## config.mk

```make
export PLATFORM = sky130hd
export DESIGN_NAME = pwm_capture
export DESIGN_NICKNAME = d
export VERILOG_FILES = /design/src/rtl/pwm_capture.sv
export SDC_FILE = /design/constraint.sdc
export NUM_CORES = 1
export LEC_CHECK = 0
export BUFFER_PORTS_ARGS = -buffer_cell sky130_fd_sc_hd__buf_2
export CORE_ASPECT_RATIO = 1.75
export CORE_MARGIN = 10
export CORE_UTILIZATION = 67
export CTS_CLUSTER_DIAMETER = 200
export CTS_CLUSTER_SIZE = 8
export DETAILED_ROUTE_END_ITERATION = 7
export GPL_TIMING_DRIVEN = 0
export PLACE_DENSITY_LB_ADDON = 0.05
export RECOVER_POWER = 50
export SYNTH_ARGS = -nofsm -noshare
export SYNTH_HDL_FRONTEND = slang
export SYNTH_SLANG_ARGS = --single-unit
```

## constraint.sdc

```tcl
create_clock -name CLK -period 8.7 [get_ports CLK]
set_clock_uncertainty 0.15 [all_clocks]
set_input_delay 0.87 -clock CLK [delete_from_list [all_inputs] [get_ports CLK]]
set_output_delay 0.87 -clock CLK [all_outputs]
set_load 0.05 [all_outputs]
```

## src/rtl/pwm_capture.sv

```systemverilog
// -----------------------------------------------------------------------------
// pwm_capture
//   Measures an external PWM waveform and reports its duty in percent
//   (0..100, the same scale as the duty command), plus its period and high
//   time in clock cycles. A stuck line is reported after TIMEOUT edge-free
//   cycles.
//
// Parameters
//   CNT_W    width of the period/high-time counters and outputs
//   TIMEOUT  edge-free cycles before the line is declared stuck (< 2**CNT_W)
//
// Ports
//   CLK       in   system clock, rising edge
//   RST_n     in   asynchronous active-low reset
//   PWM_IN    in   asynchronous PWM input
//   Duty      out  floor(HighTime*100/Period), 0..100
//   Period    out  last rising-to-rising period, in cycles
//   HighTime  out  last high time, in cycles
//   Valid     out  one-cycle pulse when Duty/Period/HighTime update
//   Stuck     out  high while the line has shown no edge for TIMEOUT cycles
//   Overrun   out  sticky: a period completed while the divider was busy
// -----------------------------------------------------------------------------
`timescale 1ns/1ps

module pwm_capture #(
  parameter int CNT_W   = 16,
  parameter int TIMEOUT = 50000
) (
  input  logic             CLK,
  input  logic             RST_n,
  input  logic             PWM_IN,
  output logic [6:0]       Duty,
  output logic [CNT_W-1:0] Period,
  output logic [CNT_W-1:0] HighTime,
  output logic             Valid,
  output logic             Stuck,
  output logic             Overrun
);

  localparam int DIV_W = CNT_W + 7;
  localparam int GAP_W = $clog2(TIMEOUT + 1);

  typedef enum logic [1:0] {
    S_IDLE,   // waiting for the first rise
    S_HIGH,   // synchronised line high, counting
    S_LOW     // synchronised line low, counting
  } state_t;

  state_t state, next_state;

  logic             sync1, sync2, sync3;
  logic             rise, fall, edge_seen;
  logic [GAP_W-1:0] gap;
  logic             timeout_evt;
  logic [CNT_W-1:0] cnt, high_cnt;
  logic [CNT_W-1:0] snap_period, snap_high;
  logic             period_done, accept;
  logic             div_busy, div_last, q_bit;
  logic [2:0]       div_iter;
  logic [DIV_W-1:0] rem, dsr;
  logic [6:0]       quo;

  // ---------------------------------------------------------------------------
  // Input synchroniser plus a registered copy for edge detection.
  // ---------------------------------------------------------------------------
  // NOTE: non-blocking assignments make each flop sample the previous stage's
  // old value; blocking ones would collapse the chain into a single flop.
  always_ff @(posedge CLK or negedge RST_n) begin
    if (!RST_n) begin
      sync1 <= 1'b0;
      sync2 <= 1'b0;
      sync3 <= 1'b0;
    end else begin
      sync1 <= PWM_IN;
      sync2 <= sync1;
      sync3 <= sync2;
    end
  end

  assign rise      = sync2 & ~sync3;
  assign fall      = ~sync2 & sync3;
  assign edge_seen = rise | fall;

  // ---------------------------------------------------------------------------
  // Edge-gap counter. Saturates at TIMEOUT so the stuck event fires once per
  // quiet stretch. An edge in the same cycle suppresses the event (rise wins).
  // ---------------------------------------------------------------------------
  assign timeout_evt = !edge_seen && (gap == GAP_W'(TIMEOUT - 1));

  always_ff @(posedge CLK or negedge RST_n) begin
    if (!RST_n) begin
      gap <= '0;
    end else if (edge_seen) begin
      gap <= '0;
    end else if (gap != GAP_W'(TIMEOUT)) begin
      gap <= gap + 1'b1;
    end
  end

  // ---------------------------------------------------------------------------
  // Tracking FSM
  // ---------------------------------------------------------------------------
  always_ff @(posedge CLK or negedge RST_n) begin
    if (!RST_n) state <= S_IDLE;
    else        state <= next_state;
  end

  // NOTE: next_state is given a default before the case so every path assigns
  // it and no latch is inferred.
  always_comb begin
    next_state = state;
    case (state)
      S_IDLE:  if (rise) next_state = S_HIGH;
      S_HIGH:  if (fall) next_state = S_LOW;
      S_LOW:   if (rise) next_state = S_HIGH;
      default: next_state = S_IDLE;
    endcase
    if (timeout_evt) next_state = S_IDLE;
  end

  // A rise seen in S_LOW closes a full high+low period.
  assign period_done = (state == S_LOW) && rise;

  // ---------------------------------------------------------------------------
  // Period / high-time counters. The rise cycle counts as 1, so at the next
  // rise cnt equals H+L and at the fall it equals H.
  // ---------------------------------------------------------------------------
  always_ff @(posedge CLK or negedge RST_n) begin
    if (!RST_n) begin
      cnt      <= '0;
      high_cnt <= '0;
    end else begin
      if (timeout_evt) begin
        cnt <= '0;
      end else if (rise) begin
        cnt <= CNT_W'(1);
      end else if (state != S_IDLE && cnt != '1) begin
        cnt <= cnt + 1'b1;
      end
      if (state == S_HIGH && fall) high_cnt <= cnt;
    end
  end

  // ---------------------------------------------------------------------------
  // Restoring divider: (high*100) / period, one quotient bit per cycle, MSB
  // first. The divisor starts shifted left by 6 and moves right each step.
  // A snapshot is accepted when idle, or on the final iteration so that
  // back-to-back work starts the following cycle.
  // ---------------------------------------------------------------------------
  assign div_last = div_busy && (div_iter == 3'd6);
  assign accept   = period_done && (!div_busy || div_last);
  assign q_bit    = (rem >= dsr);

  always_ff @(posedge CLK or negedge RST_n) begin
    if (!RST_n) begin
      div_busy    <= 1'b0;
      div_iter    <= '0;
      rem         <= '0;
      dsr         <= '0;
      quo         <= '0;
      snap_period <= '0;
      snap_high   <= '0;
    end else if (timeout_evt) begin
      div_busy <= 1'b0;
      div_iter <= '0;
    end else if (accept) begin
      snap_period <= cnt;
      snap_high   <= high_cnt;
      rem         <= {7'd0, high_cnt} * DIV_W'(100);
      dsr         <= {1'b0, cnt, 6'd0};
      quo         <= '0;
      div_iter    <= '0;
      div_busy    <= 1'b1;
    end else if (div_busy) begin
      if (q_bit) rem <= rem - dsr;
      quo      <= {quo[5:0], q_bit};
      dsr      <= dsr >> 1;
      div_iter <= div_iter + 3'd1;
      div_busy <= !div_last;
    end
  end

  // ---------------------------------------------------------------------------
  // Output registers. The final quotient bit is taken straight from the last
  // comparison so the result lands the cycle after the 7th iteration.
  // ---------------------------------------------------------------------------
  always_ff @(posedge CLK or negedge RST_n) begin
    if (!RST_n) begin
      Duty     <= '0;
      Period   <= '0;
      HighTime <= '0;
      Valid    <= 1'b0;
      Stuck    <= 1'b0;
      Overrun  <= 1'b0;
    end else begin
      Valid <= 1'b0;
      if (timeout_evt) begin
        Stuck    <= 1'b1;
        Duty     <= sync2 ? 7'd100 : 7'd0;
        Period   <= '0;
        HighTime <= '0;
        Valid    <= 1'b1;
      end else if (div_last) begin
        Duty     <= {quo[5:0], q_bit};
        Period   <= snap_period;
        HighTime <= snap_high;
        Valid    <= 1'b1;
      end
      if (rise) Stuck <= 1'b0;
      if (period_done && div_busy && !div_last) Overrun <= 1'b1;
    end
  end

endmodule

```

Word-level counts from Yosys, hierarchy flattened
Cells that the tools add are included. W data, S select, Z words.

RAM bits: 0. Register bits after elaboration: 183. Latch bits: 0. Bits of input ports: 3. ROM bits: 0. Output and inout port bits: 42. Memories: 0. Word-level logic and storage cells: 99.

Eq/ne operators: 8. Multiplexer cells: 33. Divide/modulo/power cells: 0. Reductions and logical operators: 26. Shift-type cells: 0. Bitwise logic cells: 6. Order comparisons: 1. $mul: 1. $add $sub $neg: 4.

Operators with widths (number): $mux W16 (9); $mux W23 (5); $add A16 B1 Y16 const B (2); $ne A16 B16 Y1 const B (2); $ge A23 B23 Y1 (1); $sub A23 B23 Y23 (1); $mul A16 B5 Y21 const B (1); $mux W7 (3); $eq A16 B16 Y1 const B (1); $mux W6 (2); $reduce_bool A2 Y1 (6); $mux W3 (3); $logic_and A1 B1 Y1 (8); $mux W1 (7); $mux W2 (3); $reduce_and A2 Y1 (3); $reduce_bool A3 Y1 (2); $pmux W2 S2 (1); $add A3 B1 Y3 const B (1); $eq A3 B3 Y1 const B (1); $logic_not A1 Y1 (3); $ne A3 B1 Y1 const B (1); $ne A3 B3 Y1 const B (1); $not A1 Y1 (3); 8 further kinds (9).

Depth between registers and ports, before layout
Depth in word-level cells: 7. Mapped depth: 14.

Worst setup path after synthesis
Ideal clock, no wire load.

Path type: register to register. Start: reg high_cnt[4]. End: reg rem[19]. Data required time: 8.476 ns. Path slack: 5.226 ns. Stages on the path, launching flop included: 14. Arrival time: 3.250 ns. Buffers on the path: 0. Cell sequence: dfrtp_1 ha_1 ha_1 inv_1 fa_1 inv_1 ha_1 or4_1 o211ai_1 o21ai_1 a311oi_1 xnor2_1 mux2i_1 o21ai_2.

Word-level cells in the longest chain between the ends: 2.

RTL lines: from (decl) (line 55) `logic [CNT_W-1:0] cnt, high_cnt;`; from (signal assigned) (line 140) `if (state == S_HIGH && fall) high_cnt <= cnt;`; $mul A16 B5 Y21 (line 169) `rem <= {7'd0, high_cnt} * DIV_W'(100);`; $mux W23 (line 166) `end else if (accept) begin`; to (signal assigned) (line 169); to (signal assigned) (line 175) `if (q_bit) rem <= rem - dsr;`; to (decl) (line 60) `logic [DIV_W-1:0] rem, dsr;`.

Every way passes these cells. A chain may end at the register's enable or synchronous reset.

==> flow_summary.toml <==
[floorplan]
core_mm2 = 0.0155
die_h_um = 186
start_util = 0.683
die-area_mm2 = 0.0214
rows = 60
io_pins = 45
die-width_um = 115

[pwr]
peakVddDrop_mv = 0.144
p_per_area_mw_per_mm2 = 284
p_leak_nw = 6.16

[sta]
slew_viol_final = 96
rsz0062_at_grt = "false"
fmaxAchievable_ghz = 0.188
worstMarginPinSlew_ps = 5130
min_period_ps = 5310
whs_ps = 208
finalSetupViolations = 0
relSlewSlack = -2.42
post-route-period-util = 0.610
setup_tns_ps = 0
hold_viol = 0

[final_layout]
fin_nets = 1256
diodes = 0
fillerInstances = 1128
area_growth_pct = 10.3
drive_gt1_frac = 0.114
fin_cells = 1358

[setup_path]
arrival_ps = 4470
cp_slowest_cell = "clkbuf_1"
cp-start-kind = "input port"
worstSetupPathType = "input port to async pin"
cp_top_family = "buffers and inverters"
path_buf_inv = 1
path_cells = "clkbuf_1"
cp_max_fo = 95
crit_required_ps = 7870
crit_path_end_kind = "async pin"
critPathMaxStageDelay_ps = 3540

[synth]
synth_edf_count = 0
yosysSeqAreaShare = 0.431
synthTopCellsByCount = "182 x dfrtp_1, 166 x nand2_1, 97 x nor2_1"
synth_cell_type_count = 64
synthMuxAreaShare = 0.0817
synth_top_flop_cell = "dfrtp_1"
synth_top_family_by_area = "simple AND/OR/NAND/NOR gates"
ys_seq_elements = 182
yosys.area_share.simple = 0.159
synthesis.nets = 1192
yosysTopAreaCell = "dfrtp_1"
synth_area_mm2 = 0.0106
syn_area_per_cell_um2 = 9.63
synth_compound_area_frac = 0.127
yosysWarnings = 0
syn-instance-count = 1096
async_reset_ff_frac = 1.00
synth_most_common_cell = "dfrtp_1"
netlist_top_cells_area = "dfrtp_1 43%, ha_1 9.6%, mux2i_1 6.1%"
synth_top_area_frac = 0.431
synth_fa_ha_area_frac = 0.119
synth_xor_area_frac = 0.0348

[clocking]
ctsResizeCount = 0
cts_root_buffer = "clkbuf_16"
insertion_delay_ps = 440
cts_tree = "done"
clk_pin_slew_ps = 70
clock_path_buffers = 2
post_cts_buffers = 0
cts_hold_buf = 0
cts.sinks = 182
h-tree-depth = 4
cts_made_buffers = 17

[global_routing]
grt_pass1_vias = 8532
antenna_found_initial = 0
track_usage = 0.249
grt_pass1_wl_mm = 42.1
grt_start_max_net_pins = 96
grt_overflow = 0

[placement]
portBuffers = 44
gp_congestion = 0.888
dp.cells = 1327
place_hpwl_mm = 19.5

[drt]
vias = 8081
vias_per_cell = 5.95
drt_iter0_markers = 414
avgRoutedWirePerCell_um = 18.9
route.detailed.drc = 0
ant_nets = 0
routed_wl_mm = 25.6
drt_pre_antenna_iters = 4

[run_status]
violations = "max-capacitance violations, max-slew violations"
status = "finished with violations"

[job]
drv_cap = 1

[min_path]
hp-class = "register to register"
-- layout make-up --
type | instances | area (µm²) | area share
timing repair buffer | 45 | 246 | 0.0212
tap | 186 | 233 | 0.0200
multi-input combinational | 789 | 5500 | 0.472
inverter | 81 | 304 | 0.0261
clock buffer | 17 | 425 | 0.0365
buffer | 44 | 201 | 0.0173
sequential | 182 | 4550 | 0.391
clock inverter | 14 | 180 | 0.0155
-- cell usage in the layout (no fill, tap or decap), types with 4 or more instances in the layout --
cell,count
dfrtp_1,182
nand2_1,166
nor2_1,97
inv_1,81
ha_1,81
mux2i_1,64
o21ai_0,54
buf_2,48
a21oi_1,41
clkbuf_1,29
xnor2_1,24
nand3_1,23
xor2_1,18
mux2_2,17
a21o_1,17
o21ai_2,17
clkbuf_16,17
nand4_1,12
nor3_1,12
fa_1,12
and3_1,11
or3_1,11
a211oi_1,11
and2_1,9
buf_1,7
a21boi_0,7
nand2b_1,7
o21a_1,7
o31ai_1,6
clkinv_8,6
nand3b_1,4
buf_6,4
inv_6,4
-- flip-flops by register name (all words and copies together), names as in the netlist --
| register | cells |
|---|---|
| Period | 16 |
| gap | 16 |
| sync3 | 1 |
| Stuck | 1 |
| rem | 23 |
| div_busy | 1 |
| sync2 | 1 |
| sync1 | 1 |
| div_iter | 3 |
| state | 2 |
| Valid | 1 |
| HighTime | 16 |
| snap_period | 16 |
| high_cnt | 16 |
| Duty | 7 |
| cnt | 16 |
| dsr | 22 |
| Overrun | 1 |
| snap_high | 16 |
| quo | 6 |
-- logic make-up after synthesis --
group                    Yosys count
AND/OR/NAND/NOR                  375
AO/OA/AOI/OAI                    196
flip-flops                       182
buffers and inverters            125
adder cells (fa/ha/maj)           93
multiplexers                      83
XOR/XNOR                          42
-- path summary, 6_finish.rpt --
check	start	endpoint	slack (ps)	cells past startpoint
max	RST_n	Stuck$_DFFE_PN0P_	3390	1
min	sync1$_DFF_PN0_	sync2$_DFF_PN0_	210	0
max reg2reg	high_cnt[2]$_DFFE_PN0P_	rem[22]$_DFFE_PN0P_	4670	12
min reg2reg	sync1$_DFF_PN0_	sync2$_DFF_PN0_	210	0
max in group CLK	high_cnt[2]$_DFFE_PN0P_	rem[22]$_DFFE_PN0P_	4670	12
min in group asynchronous	RST_n	dsr[1]$_DFFE_PN0P_	2150	1
-- stage by stage --
step	power, mW	instance area [µm²]	utilization	setup slack (ps)
after floorplan	2.18	10600	-	5230
after global placement	2.49	11000	0.712	3710
after detailed placement	2.53	11000	0.714	4650
after CTS	3.32	11700	0.753	4620
after global routing	3.53	11600	0.753	2650
final	3.31	11600	0.753	3390
-- metal layers --
| layer | global-route usage | wire length (µm) | up-vias |
|---|---|---|---|
| li1 | - | - | 3866 |
| met1 | 0.261 | 9490 | 3993 |
| met2 | 0.463 | 14300 | 158 |
| met3 | 0.0384 | 757 | 64 |
| met4 | 0.126 | 1080 | 0 |
| met5 | 0 | 0 | - |
-- power by group --
group	internal [mW]	switching (mW)
Combinational	0.555	0.862
Sequential	0.986	0.124
Clock	0.391	0.387
Total	1.93	1.37
Power figures use the tool's default switching activity.
